===== src/rtl/calc_cmd_tx.sv =====
// rtl/calc_cmd_tx.sv - UART command transmitter sending operand A, operand B and op as 12 8N1 bytes
module calc_cmd_tx #(
  parameter int ticks_per_bit = 104,
  parameter int gap_ticks     = 104
) (
  input  logic        clk,
  input  logic        rst,
  input  logic [31:0] a_in,
  input  logic [31:0] b_in,
  input  logic [3:0]  op_in,
  input  logic        start,
  output logic        busy,
  output logic        done,
  output logic        tx_out,
  output logic [3:0]  byte_idx
);

  localparam int MAX_TICKS = (ticks_per_bit > gap_ticks) ? ticks_per_bit : gap_ticks;
  localparam int TW        = $clog2(MAX_TICKS);
  localparam logic [TW-1:0] T_LAST = TW'(ticks_per_bit - 1);
  localparam logic [TW-1:0] G_LAST = TW'((gap_ticks > 0) ? gap_ticks - 1 : 0);

  typedef enum logic [2:0] {IDLE, START, DATA, STOP, GAP} state_t;

  state_t        state, state_next;
  logic [TW-1:0] tick;
  logic [2:0]    bit_cnt;
  logic [95:0]   shift_buf;
  logic [7:0]    cur_byte;
  logic [2:0]    bit_sel;
  logic          bit_end, gap_end, next_byte, done_next, tx_next;

  always_comb begin
    bit_end    = (tick == T_LAST);
    gap_end    = (tick == G_LAST);
    state_next = state;
    done_next  = 1'b0;
    next_byte  = 1'b0;
    cur_byte   = shift_buf[7:0];
    case (state)
      IDLE:  if (start) state_next = START;
      START: if (bit_end) state_next = DATA;
      DATA:  if (bit_end && bit_cnt == 3'd7) state_next = STOP;
      STOP: begin
        if (bit_end) begin
          if (byte_idx == 4'd11) begin
            state_next = IDLE;
            done_next  = 1'b1;
          end else if (gap_ticks > 0) begin
            state_next = GAP;
          end else begin
            state_next = START;
            next_byte  = 1'b1;
          end
        end
      end
      GAP: begin
        if (gap_end) begin
          state_next = START;
          next_byte  = 1'b1;
        end
      end
      default: state_next = IDLE;
    endcase

    // tx_out is registered, so pick the bit that will be on the line after this edge
    bit_sel = (state == DATA) ? (bit_end ? bit_cnt + 3'd1 : bit_cnt) : 3'd0;
    case (state_next)
      START:   tx_next = 1'b0;
      DATA:    tx_next = cur_byte[bit_sel];
      default: tx_next = 1'b1;
    endcase
  end

  always_ff @(posedge clk) begin
    if (rst) begin
      state     <= IDLE;
      tick      <= '0;
      bit_cnt   <= 3'd0;
      byte_idx  <= 4'd0;
      shift_buf <= '0;
      tx_out    <= 1'b1;
      busy      <= 1'b0;
      done      <= 1'b0;
    end else begin
      state  <= state_next;
      tx_out <= tx_next;
      done   <= done_next;
      busy   <= (state_next != IDLE);

      if (state == IDLE || state_next != state || (state == DATA && bit_end))
        tick <= '0;
      else
        tick <= tick + 1'b1;

      if (state == DATA && bit_end)
        bit_cnt <= bit_cnt + 3'd1;
      else if (state != DATA)
        bit_cnt <= 3'd0;

      if (state == IDLE && start) begin
        shift_buf <= {24'h0, 4'h0, op_in, b_in, a_in};
      end else if (next_byte) begin
        shift_buf <= {8'h00, shift_buf[95:8]};
        byte_idx  <= byte_idx + 4'd1;
      end

      if (done_next)
        byte_idx <= 4'd0;
    end
  end

endmodule


===== config.mk =====
export PLATFORM = sky130hd
export DESIGN_NAME = calc_cmd_tx
export DESIGN_NICKNAME = d
export VERILOG_FILES = /design/src/rtl/calc_cmd_tx.sv
export SDC_FILE = /design/constraint.sdc
export NUM_CORES = 1
export LEC_CHECK = 0
export CAP_MARGIN = 15
export CORE_MARGIN = 3
export CORE_UTILIZATION = 53
export CTS_BUF_LIST = sky130_fd_sc_hd__clkbuf_8
export CTS_CLUSTER_SIZE = 10
export DETAILED_ROUTE_END_ITERATION = 10
export PLACE_DENSITY = 0.83
export SYNTH_ARGS = -nofsm -noshare
export SYNTH_HDL_FRONTEND = slang
export SYNTH_SLANG_ARGS = --single-unit

===== constraint.sdc =====
create_clock -name clk -period 2.16 [get_ports clk]
set_input_delay 0.432 -clock clk [delete_from_list [all_inputs] [get_ports clk]]
set_output_delay 0.432 -clock clk [all_outputs]
set_load 0.05 [all_outputs]

==> flow_summary.json, run 1 <==
{
  "synth-async-reset-ratio": 0,
  "cp-start-kind": "flip-flop",
  "syn_area_um2": 3860,
  "io_buffers": 77,
  "ant_nets": 0,
  "min_from": "tick[0]",
  "grtUsageTotal": 0.232,
  "endpoint_kind": "flip-flop",
  "rsz0062_at_grt": "false",
  "ys_warn_count": 0,
  "grt_first_pass_wirelength_um": 15900,
  "cts_made_buffers": 9,
  "die_w_um": 91.3,
  "min_path_cells": 1,
  "synthMuxAreaShare": 0.00909,
  "drc": 0,
  "ys.flop_type": "dfxtp_1",
  "powerDensity_nw_per_um2": 690,
  "r2r-end": "tx_out",
  "final_area_um2": 4950,
  "dpl_cell_area_um2": 4710,
  "synthSimpleGateAreaFrac": 0.257,
  "h-tree-depth": 3,
  "fp.dieH_um": 91.3,
  "final_util": 0.717,
  "tightestPinTransition_ps": 557,
  "synth.avg_cell_area_um2": 8.14,
  "clockBufferDepth": 2,
  "netlist-cell-type-count": 43,
  "worstSetupPathType": "reg -> reg",
  "cp.arrival_ps": 2230,
  "cts_setup_buffers": 0,
  "diodes": 0,
  "syn_inst": 474,
  "r2r_start": "tick[0]",
  "period_needed_ps": 2020,
  "syn_to_final_growth_pct": 28.5,
  "outcome": "finished clean",
  "min_path_type": "reg -> reg",
  "syn_nets": 549,
  "synth_fa_ha_area_frac": 0.0130,
  "initial_core_util": 0.558,
  "final.setup.worst_slack_ps": 140,
  "pin_count": 78,
  "die_area_um2": 8340,
  "clk_pin_slew_ps": 80,
  "synth_edf_count": 0,
  "clock_sinks": 88,
  "grt_pass1_vias": 3432,
  "finalMaxSlewViolations": 0,
  "antenna_found_initial": 0,
  "leakage_nw": 1.78,
  "ys_seq_area_frac": 0.457,
  "wire_per_inst_um": 15.4,
  "fin_total_pwr_mw": 3.42,
  "vias": 3695,
  "reg2regPathDepth": 7,
  "via_per_inst": 5.83,
  "layout.nets": 609,
  "synth_xor_area_frac": 0.0250,
  "reg2reg_setup_slack_ps": 140,
  "routed_wirelength_um": 9770,
  "peakVddDrop_mv": 0.359,
  "cp_max_fo": 7,
  "ys_ff_latch": 88,
  "cts_tree": "built",
  "synth_top_family_by_area": "simple AND/OR/NAND/NOR gates",
  "period_share": 0.935,
  "maxSlewHeadroom": 0.628,
  "dp_hpwl_um": 6450,
  "hold_end": "tick[0]",
  "cap_viol_max_count": 0,
  "grt_max_degree": 65,
  "drt_iter0_markers": 253,
  "root_buffer": "clkbuf_8",
  "dr.pass1.iters": 5,
  "setup_viol": 0,
  "rows": 30,
  "place_ws_ps": -116,
  "clock.fmax_mhz": 495,
  "clock_skew_ps": 8.90,
  "gp_congestion": 0.869,
  "hold_viol": 0,
  "synth_compound_area_frac": 0.197,
  "drive_gt1_frac": 0.0762,
  "core_um2": 6910,
  "worstSkewPairLatency_ps": 350,
  "grt_overflow": 0,
  "cp.required_ps": 2370
}
[worst max-delay path by stage]
stage,from,endpoint,slack (ps),cells after the start
after detailed placement,start,shift_buf[2],-120,6
after floorplan,tick[0],tx_out,320,7
after global routing,tick[0],busy,10,7
final,tick[0],tx_out,140,7
after global placement,start,shift_buf[2],3,6
after CTS,tick[0],tx_out,50,7
[logic make-up (layout without fill, tap and decap cells)]
family / Yosys count / after routing
and+or+nand+nor: 233 / 233
AOI/OAI and AO/OA: 98 / 98
DFF: 88 / 88
buffers and inverters: 37 / 101
xor gates and xnor gates: 11 / 11
adders and majority gates: 4 / 4
muxes: 3 / 3
[power breakdown]
part	internal (mW)	leakage (nW)	total, mW	switching [mW]
Clock	0.703	0.117	1.25	0.546
Combinational	0.208	0.940	0.393	0.185
Sequential	1.72	0.724	1.78	0.0563
Total	2.63	1.78	3.42	0.788
[flip-flops by register name, summed over array words and instances (netlist names)]
name / cells
bit_cnt: 3
busy: 1
byte_idx: 4
done: 1
shift_buf: 68
state: 3
tick: 7
tx_out: 1
[cell usage after synthesis (2+ instances only)]
cell	count	area [um2]
nand2_1	125	469
dfxtp_1	88	1760
nor2_1	68	255
a311oi_1	49	429
clkbuf_1	28	105
a21oi_1	23	115
a22oi_1	13	97.6
nand3_1	13	65.1
xor2_1	6	52.6
buf_4	5	37.5
xnor2_1	5	43.8
buf_2	4	20.0
ha_1	4	50.1
nand2b_1	4	25.0
a31oi_1	3	18.8
and3_1	3	18.8
nor2b_1	3	18.8
nor3_1	3	15.0
nand4_1	2	12.5
nor3b_2	2	25.0
[through the flow]
| stage | instances | hold slack, ps | TNS [ps] |
|---|---|---|---|
| 6_report | 634 | 459 | 0 |
| 5_1_grt | 634 | 470 | 0 |
| 4_1_cts | 634 | 460 | 0 |
| 3_5_place_dp | 619 | 442 | -1020 |
| 3_3_place_gp | 619 | 432 | 0 |
| 2_1_floorplan | 474 | 418 | 0 |
[area by class of cell]
type                    count  area (um2)
clock buffers              11         151
clock inverters             4        68.8
fillers                   564        1950
multi-input cells         349        1970
flip-flops and latches     88        1760
well taps                  96         120
repair buffers             86         883
[critical path, stage by stage, from the launching register on]
cell	delay, ps
dfxtp_1	360
ha_1	240
and3_2	260
nand2_2	140
xnor2_1	210
a2111o_1	460
o211ai_2	90
a41oi_2	120
[layer usage]
metal	wire, um	part of all wire	global-route usage	vias up
met1	4380	0.45	0.319	1748
met5	0	0	0	-
met3	543	0.056	0.0414	24
met2	4610	0.47	0.356	135
li1	-	-	-	1788
met4	228	0.023	0.0980	0
[cell usage in the layout (no fill, tap or decap), types with 2 or more instances in the layout]
cell type / synthesis / layout
nand2b_1: 4 / 4
bufinv_16: 0 / 2
xor2_1: 6 / 6
nor2_1: 68 / 66
a21oi_1: 23 / 23
buf_12: 0 / 4
nand2_2: 0 / 2
nor3_1: 3 / 3
nand2_1: 125 / 123
nor2b_1: 3 / 3
nor3b_2: 2 / 2
nand4_1: 2 / 2
clkbuf_8: 0 / 11
a311oi_1: 49 / 49
buf_4: 5 / 5
ha_1: 4 / 4
nand3_1: 13 / 12
clkdlybuf4s50_1: 0 / 76
dfxtp_1: 88 / 88
and3_1: 3 / 2
xnor2_1: 5 / 5
a22oi_1: 13 / 13
a31oi_1: 3 / 3
[what timing repair did]
| action | CTS | global route |
|---|---|---|
| resized for setup | 1 | 4 |
| endpoints found under the setup margin | 11 | 50 |
| pin swaps | 0 | 0 |
| gates cloned | 0 | 0 |
| hold buffers | 0 | 0 |
(Power assumes the default switching activity.)
==> run 2: changes to the inputs <==
--- a/config.mk
+++ b/config.mk
@@ -7,11 +7,10 @@
 export LEC_CHECK = 0
 export CAP_MARGIN = 15
 export CORE_MARGIN = 3
-export CORE_UTILIZATION = 53
-export CTS_BUF_LIST = sky130_fd_sc_hd__clkbuf_8
+export CORE_UTILIZATION = 51
 export CTS_CLUSTER_SIZE = 10
 export DETAILED_ROUTE_END_ITERATION = 10
-export PLACE_DENSITY = 0.83
+export PLACE_DENSITY = 0.8
 export SYNTH_ARGS = -nofsm -noshare
 export SYNTH_HDL_FRONTEND = slang
 export SYNTH_SLANG_ARGS = --single-unit
==> run 2 against run 1 <==
Against the previous run:
- count of clock-buffer cells in the layout down 1
- sequential cell count unchanged
- first-iteration DRC count fell by 8.3%
- final cell count increased by 0.95%
- critical path depth grew 1
==> flow_summary.json, run 2 (same netlist as run 1, synthesis figures left out) <==
{
  "outcome": "finished clean",
  "pin_count": 78,
  "dp_hpwl_um": 6680,
  "regMostFlops": "shift_buf",
  "cp_top_family": "compound AO/OA/AOI/OAI gates",
  "setup_viol": 0,
  "hold_viol": 0,
  "core_um2": 7290,
  "final_area_um2": 5040,
  "layout_commonest_cell": "nand2_1",
  "cts_hold_buffers": 0,
  "ant_nets": 0,
  "layout_common_cells": "123 x nand2_1, 87 x dfxtp_1, 76 x clkdlybuf4s50_1",
  "reg2reg_setup_slack_ps": 110,
  "syn_to_final_growth_pct": 30.7,
  "routed_wirelength_um": 9860,
  "die_w_um": 93.0,
  "min_from": "rst",
  "min_path_cells": 2,
  "vias": 3634,
  "cp_max_fo": 9,
  "antenna_found_initial": 0,
  "cts_setup_buffers": 0,
  "initial_core_util": 0.529,
  "h-tree-depth": 3,
  "via_per_inst": 5.68,
  "drive_gt1_frac": 0.0924,
  "worstSkewPairLatency_ps": 360,
  "dpl_cell_area_um2": 4700,
  "drt_iter0_markers": 232,
  "largest_reg_flops": 68,
  "grt_first_pass_wirelength_um": 15900,
  "leakage_nw": 1.80,
  "cts_made_buffers": 9,
  "cp.buffers_inverters": 0,
  "powerDensity_nw_per_um2": 730,
  "hold_end": "state[0]",
  "peakVddDrop_mv": 0.475,
  "tightestPinTransition_ps": 530,
  "clock_skew_ps": 11.6,
  "die_area_um2": 8640,
  "r2r-end": "tx_out",
  "clk_pin_slew_ps": 90,
  "endpoint_kind": "flip-flop",
  "gp_congestion": 0.823,
  "dr.pass1.iters": 5,
  "maxSlewHeadroom": 0.646,
  "cp-start-kind": "flip-flop",
  "clock_sinks": 88,
  "layout.nets": 611,
  "min_path_type": "in -> reg",
  "clock.fmax_mhz": 488,
  "clockBufferDepth": 2,
  "grt_pass1_vias": 3491,
  "cp.required_ps": 2440,
  "diodes": 0,
  "critPathSlowestCell": "dfxtp_4",
  "cts_tree": "built",
  "period_needed_ps": 2050,
  "max_stage_delay_ps": 390,
  "drc": 0,
  "top_regs": "shift_buf: 68 flops, tick: 7 flops, byte_idx: 4 flops",
  "cap_viol_max_count": 0,
  "grtUsageTotal": 0.227,
  "wire_per_inst_um": 15.4,
  "crit_chain": "ha_2 > ha_4 > nand2b_4 > a31oi_1 > a311oi_1 > a21oi_1 > a211o_1 > a41oi_2",
  "grt_overflow": 0,
  "reg2regPathDepth": 8,
  "worstSetupPathType": "reg -> reg",
  "root_buffer": "clkbuf_8",
  "grt_max_degree": 61,
  "setup_tns_ps": 0,
  "io_buffers": 77,
  "rows": 31,
  "finalMaxSlewViolations": 0,
  "period_share": 0.948,
  "fp.dieH_um": 93.0,
  "cp.arrival_ps": 2330,
  "r2r_start": "bit_cnt[0]"
}
run 2: cell types whose count changed in the layout (fill, tap and decap cells not counted), moves of 2 or more:
cell	change
bufinv_16	+2
buf_12	-2
ha_1	-2
inv_6	+2
buf_4	+3
run 2: timing repair:
item / 4_1_cts / 5_1_grt
cloned: 0 / 1
endpoints found under the hold margin: 0 / 0
endpoints found under the setup margin: 2 / 40
resized for setup: 1 / 9
pin swaps: 0 / 2
run 2: layout make-up:
type	instances	area (um2)
clock buffers	10	138
clock inverters	6	138
fillers	610	2250
multi-input cells	349	1990
flip-flops and latches	88	1770
well taps	99	124
repair buffers	88	891
run 2: worst max-delay path by stage:
| stage | startpoint | endpoint | slack, ps | cells past startpoint |
|---|---|---|---|---|
| 4_1_cts | bit_cnt[0] | tx_out | 40 | 8 |
| 2_1_floorplan | tick[0] | tx_out | 320 | 7 |
| 5_1_grt | tick[0] | tx_out | -7 | 7 |
| 6_report | bit_cnt[0] | tx_out | 110 | 8 |
| 3_5_place_dp | start | shift_buf[12] | -100 | 6 |
| 3_3_place_gp | start | shift_buf[17] | 10 | 6 |
run 2: per-layer routing:
metal  part of all wire  vias up  GRT usage  wire, um
met5                  0        -          0         0
met4              0.020        0     0.0806       193
met3              0.060       15     0.0609       593
met2               0.49      124      0.380      4790
met1               0.43     1708      0.282      4270
li1                   -     1787          -         -
run 2: where the power goes:
group          switching, mW  internal, mW
registers             0.0575          1.72
clock network          0.586         0.925
logic                  0.185         0.207
total                  0.829          2.85
run 2: stage by stage:
stage	instances	hold slack (ps)	util	worst slack [ps]	total power, mW
global route	640	373	0.691	-7.00	3.83
detailed placement	623	444	0.644	-101	2.20
global placement	623	430	0.644	14.5	2.19
floorplan	474	418	-	319	2.00
CTS	639	346	0.682	42.2	3.69
finish	640	356	0.691	112	3.68
